<file path="src/rtl/prv_trap_ctrl.sv">
// Trap sequencer: prioritises exceptions/interrupts/xret/wfi, drains the pipe,
// then issues a one-cycle redirect together with the matching CSR update strobe.
module prv_trap_ctrl #(
  parameter int WORD_W          = 32,
  parameter int INT_SYNC_STAGES = 2
) (
  input  logic              CLK,
  input  logic              nRST,
  input  logic [11:0]       exc_flags,
  input  logic [1:0]        curr_priv,
  input  logic [WORD_W-1:0] epc,
  input  logic [WORD_W-1:0] badaddr,
  input  logic              mret,
  input  logic              sret,
  input  logic              wfi,
  input  logic              pipe_clear,
  input  logic              timer_int,
  input  logic              soft_int,
  input  logic              ext_int,
  input  logic              mie_global,
  input  logic [2:0]        mie_mask,
  input  logic [WORD_W-1:0] mtvec,
  input  logic [WORD_W-1:0] mepc_r,
  input  logic [WORD_W-1:0] sepc_r,
  output logic              intr,
  output logic              insert_pc,
  output logic [WORD_W-1:0] priv_pc,
  output logic              trap_we,
  output logic [WORD_W-1:0] trap_cause,
  output logic [WORD_W-1:0] trap_epc,
  output logic [WORD_W-1:0] trap_val,
  output logic              xret_we,
  output logic              xret_is_s,
  output logic              wfi_stall
);

  typedef enum logic [1:0] {IDLE, DRAIN, REDIRECT, WFI_WAIT} state_t;

  state_t                     state_q, state_d;
  logic [INT_SYNC_STAGES-1:0] ext_sync_q;
  logic [WORD_W-1:0]          cause_q, cause_d;
  logic [WORD_W-1:0]          epc_q, epc_d;
  logic [WORD_W-1:0]          tval_q, tval_d;
  logic [WORD_W-1:0]          target_q, target_d;
  logic                       is_xret_q, is_xret_d;
  logic                       is_s_q, is_s_d;
  logic [2:0]                 pend;
  logic [4:0]                 exc_code, int_code;

  // Bit order of exc_flags: {st_pg,ld_pg,insn_pg,env,bkpt,mal_s,fault_s,mal_l,fault_l,illegal,mal_insn,fault_insn}
  function automatic logic [4:0] exc_cause(input logic [11:0] f, input logic [1:0] p);
    if      (f[7])  return 5'd3;
    else if (f[9])  return 5'd12;
    else if (f[0])  return 5'd1;
    else if (f[2])  return 5'd2;
    else if (f[1])  return 5'd0;
    else if (f[8])  return 5'd8 + {3'b000, p};
    else if (f[4])  return 5'd4;
    else if (f[6])  return 5'd6;
    else if (f[10]) return 5'd13;
    else if (f[11]) return 5'd15;
    else if (f[3])  return 5'd5;
    else            return 5'd7;
  endfunction

  function automatic logic [4:0] int_cause(input logic [2:0] pd);
    if      (pd[2]) return 5'd11;
    else if (pd[0]) return 5'd3;
    else            return 5'd7;
  endfunction

  // Vectored mode only offsets interrupts; exceptions always land on the base.
  function automatic logic [WORD_W-1:0] trap_target(input logic [WORD_W-1:0] tvec,
                                                    input logic is_int,
                                                    input logic [4:0] code);
    logic [WORD_W-1:0] base;
    base = {tvec[WORD_W-1:2], 2'b00};
    if (tvec[1:0] == 2'b01 && is_int) return base + WORD_W'({code, 2'b00});
    else                              return base;
  endfunction

  assign pend = {ext_sync_q[INT_SYNC_STAGES-1], timer_int, soft_int} & mie_mask;

  always_comb begin
    state_d   = state_q;
    cause_d   = cause_q;
    epc_d     = epc_q;
    tval_d    = tval_q;
    target_d  = target_q;
    is_xret_d = is_xret_q;
    is_s_d    = is_s_q;
    exc_code  = exc_cause(exc_flags, curr_priv);
    int_code  = int_cause(pend);
    case (state_q)
      IDLE: begin
        if (|exc_flags) begin
          cause_d   = WORD_W'(exc_code);
          epc_d     = epc;
          tval_d    = badaddr;
          target_d  = trap_target(mtvec, 1'b0, exc_code);
          is_xret_d = 1'b0;
          state_d   = DRAIN;
        end else if (mie_global && (|pend)) begin
          cause_d   = {1'b1, (WORD_W-1)'(int_code)};
          epc_d     = epc;
          tval_d    = '0;
          target_d  = trap_target(mtvec, 1'b1, int_code);
          is_xret_d = 1'b0;
          state_d   = DRAIN;
        end else if (mret || sret) begin
          target_d  = sret ? sepc_r : mepc_r;
          is_xret_d = 1'b1;
          is_s_d    = sret;
          state_d   = DRAIN;
        end else if (wfi && (pend == 3'b000)) begin
          state_d   = WFI_WAIT;
        end
      end
      DRAIN:    if (pipe_clear) state_d = REDIRECT;
      REDIRECT: state_d = IDLE;
      WFI_WAIT: begin
        // Wake on any enabled pending line; the global enable only decides trap vs resume.
        if (|pend) begin
          if (mie_global) begin
            cause_d   = {1'b1, (WORD_W-1)'(int_code)};
            epc_d     = epc + WORD_W'(4);
            tval_d    = '0;
            target_d  = trap_target(mtvec, 1'b1, int_code);
            is_xret_d = 1'b0;
            state_d   = DRAIN;
          end else begin
            state_d   = IDLE;
          end
        end
      end
      default: state_d = IDLE;
    endcase
  end

  always_ff @(posedge CLK or negedge nRST) begin
    if (!nRST) begin
      state_q    <= IDLE;
      ext_sync_q <= '0;
      cause_q    <= '0;
      epc_q      <= '0;
      tval_q     <= '0;
      target_q   <= '0;
      is_xret_q  <= 1'b0;
      is_s_q     <= 1'b0;
    end else begin
      state_q    <= state_d;
      ext_sync_q <= (ext_sync_q << 1) | INT_SYNC_STAGES'(ext_int);
      cause_q    <= cause_d;
      epc_q      <= epc_d;
      tval_q     <= tval_d;
      target_q   <= target_d;
      is_xret_q  <= is_xret_d;
      is_s_q     <= is_s_d;
    end
  end

  assign intr       = (state_q == DRAIN) || (state_q == REDIRECT);
  assign insert_pc  = (state_q == REDIRECT);
  assign priv_pc    = insert_pc ? target_q : '0;
  assign trap_we    = insert_pc && !is_xret_q;
  assign xret_we    = insert_pc && is_xret_q;
  assign xret_is_s  = xret_we && is_s_q;
  assign wfi_stall  = (state_q == WFI_WAIT);
  assign trap_cause = cause_q;
  assign trap_epc   = epc_q;
  assign trap_val   = tval_q;

endmodule

</file>
<file path="config.mk">
export PLATFORM = sky130hd
export DESIGN_NAME = prv_trap_ctrl
export DESIGN_NICKNAME = d
export VERILOG_FILES = /design/src/rtl/prv_trap_ctrl.sv
export SDC_FILE = /design/constraint.sdc
export NUM_CORES = 1
export LEC_CHECK = 0
export BUFFER_PORTS_ARGS = -buffer_cell sky130_fd_sc_hd__buf_2
export CAP_MARGIN = 20
export CORE_AREA = 2 2 137 112
export CTS_CLUSTER_SIZE = 20
export DETAILED_ROUTE_END_ITERATION = 8
export DIE_AREA = 0 0 139 114
export MAX_ROUTING_LAYER = met4
export PLACE_DENSITY = 0.8
export SYNTH_ARGS = -nofsm -noshare
export SYNTH_HDL_FRONTEND = slang
export SYNTH_SLANG_ARGS = --single-unit
</file>
<file path="constraint.sdc">
create_clock -name CLK -period 2.6 [get_ports CLK]
set_input_delay 0 -clock CLK [delete_from_list [all_inputs] [get_ports CLK]]
set_output_delay 0 -clock CLK [all_outputs]
set_load 0.1 [all_outputs]
</file>
==> results.sh <==
export IMPL_critPathMaxStageDelay_ns=0.40
export IMPL_grt_pass1_vias=7028
export IMPL_final_util_pct=64.5
export IMPL_timing_fmax_mhz=402
export IMPL_grt_pass1_wl_um=36600
export IMPL_grtUsageTotal_pct=29.6
export IMPL_dp_slack_ns=0.173
export IMPL_relSlewSlack_pct=55.2
export IMPL_root_buffer="clkbuf_16"
export IMPL_placed_cells=1217
export IMPL_ys_seq_area_share_pct=40.0
export IMPL_totalPowerFinal_mw=13.1
export IMPL_core_um2=14600
export IMPL_cts_setup_buffers=0
export IMPL_path_cells="and2_1, a21oi_1, ha_1, o211ai_1, nand2_1, nand3_4, or3_1, and3_1, o32a_1"
export IMPL_critical_path_top_delay_family="simple AND/OR/NAND/NOR gates"
export IMPL_critPathKind="register to register"
export IMPL_crit_path_end_kind="register"
export IMPL_finalCritPeriodShare_pct=95.6
export IMPL_synth_cells=754
export IMPL_initial_utilization_pct=45.8
export IMPL_final_area_um2=9420
export IMPL_cp_arrival_ns=2.73
export IMPL_num_nets_final=1313
export IMPL_cts_buffer_depth=2
export IMPL_max_slew_worst_pin_slew_ns=0.666
export IMPL_vias=7214
export IMPL_die_width_um=139
export IMPL_powerDensity_nw_per_um2=1390
export IMPL_drtIter0Drc=690
export IMPL_hold_path_class="input port to register"
export IMPL_finalSetupViolations=0
export IMPL_final_hold_viol_count=0
export IMPL_cts_tree="done"
export IMPL_synth_common_cells="dfrtp_1, nand2_1, nor2_1"
export IMPL_cts_sinks=107
export IMPL_cts_buffers=9
export IMPL_yosysTopAreaCell="dfrtp_1"
export IMPL_detailedPlacementHpwl_um=16600
export IMPL_die_area_um2=15800
export IMPL_hold_buffers=78
export IMPL_rows=40
export IMPL_remaining_drc_errors=0
export IMPL_ctsResizeCount=0
export IMPL_timing_final_max_slew_violations=0
export IMPL_overflow=0
export IMPL_ys_flop_type="dfrtp_1"
export IMPL_place_area_um2=8320
export IMPL_critPathBufInv=0
export IMPL_syn_area_um2=6690
export IMPL_leakagePower_nw=4.53
export IMPL_drive_above_1_share_pct=31.8
export IMPL_clk_latency_ns=0.35
export IMPL_avgSynthCellArea_um2=8.87
export IMPL_synth_async_reset_ratio_pct=100
export IMPL_hold_slack_ns=0.000933
export IMPL_synth_most_common_cell="dfrtp_1"
export IMPL_run_status="complete, no violations"
export IMPL_required_ns=2.84
export IMPL_crit_fanout=5
export IMPL_final_cells=1313
export IMPL_ant_nets=0
export IMPL_critPathLaunchType="register"
export IMPL_synth_top_cell_area_share_pct=40.0
export IMPL_cts_max_level=3
export IMPL_synth_seq_cells=107
export IMPL_ys_types=65
export IMPL_synth_area_top_cells="dfrtp_1, nand2_1, a22o_1"
export IMPL_rsz0062_at_grt="no"
export IMPL_syn_to_final_growth_pct=40.9
export IMPL_viasPerCell=5.49
export IMPL_portBuffers=293
export IMPL_maxCapViolCount=0
export IMPL_io_pins=321
export IMPL_synth_edf_count=0
export IMPL_grt_max_degree=71
export IMPL_fin_tns_setup_ns=0
export IMPL_wire_per_inst_um=17.7
export IMPL_clkTransAtPathRegs_ns=0.08
export IMPL_die_h_um=114
export IMPL_place_congestion=0.978
export IMPL_ys_warnings_count=0
export IMPL_drtPass1Iterations=6
export IMPL_fin_skew_ns=0.0107
export IMPL_ir_drop_mv=1.42
export IMPL_post_route_min_period_ns=2.48
export IMPL_fin_ws_ns=0.115
export IMPL_critPathSlowestCell="or3_1"
export IMPL_antenna_found_initial=2
export IMPL_routed_wl_um=23200
## final timing paths
kind	from	endpoint	slack, ns	cells past startpoint
hold reg to reg	ext_sync_q[0]	ext_sync_q[1]	0.38	0
min in group asynchronous	nRST	target_q[22]	0.18	2
max in group asynchronous	nRST	target_q[5]	1.69	3
setup / recovery	ext_sync_q[1]	target_q[21]	0.12	9
setup reg to reg	ext_sync_q[1]	target_q[21]	0.12	9
hold / removal	epc[15]	trap_epc[15]	0.0009	3
## worst register-to-register path, delay by kind of cell, from the launching register on
kind                       cells  cell delay (ns)
and+or+nand+nor                5             1.11
adders and majority gates      1             0.21
AOI/OAI and AO/OA              3             0.67
DFF                            1             0.38
## flip-flops by register name, indices dropped and copies added, names as in the netlist
name / count
ext_sync_q: 2
is_s_q: 1
is_xret_q: 1
state_q: 2
target_q: 32
trap_cause: 5
trap_epc: 32
trap_val: 32
## cell usage in the layout (no fill, tap or decap), drive strengths merged, types with 21 or more instances in the layout
cell	Yosys	routed
buf	47	318
mux2i	28	28
conb	1	27
a21oi	43	43
and2	40	40
a22o	32	32
nand3	40	40
and3	21	21
o21ai	55	55
nor2	64	64
dfrtp	107	107
xor2	23	23
nand2	75	75
dlygate4sd3	0	78
## cell type report
cell class	count	area, um^2
inverters	12	45.0
flip-flops and latches	107	2680
diodes	2	5.00
repair buffers	396	2470
well taps	189	236
clock inverters	7	86.3
multi-input cells	591	3670
fillers	1240	5190
clock buffers	9	225
## power by group
group	internal, mW	switching, mW	leakage, nW
clock network	0.699	0.735	0.152
registers	2.46	0.403	1.28
logic	1.75	7.10	3.09
## layer usage
| layer | vias up | wire length, um | track usage, % |
|---|---|---|---|
| li1 | 3398 | - | - |
| met1 | 3385 | 9990 | 39.2 |
| met2 | 366 | 10600 | 45.2 |
| met3 | 65 | 1810 | 6.80 |
| met4 | 0 | 775 | 10.3 |
| met5 | - | 0 | - |
## cells by family (layout without fill, tap and decap cells)
logic type,after synthesis,count (layout),synth area share (%)
adders and majority gates,9,9,1.68
muxes,33,33,5.03
and+or+nand+nor,295,295,22.7
other,1,29,0.0561
buffers and inverters,82,424,6.77
xor gates and xnor gates,31,31,4.06
DFF,107,107,40.0
AOI/OAI and AO/OA,196,196,19.6
Power figures use the tool's default switching activity.
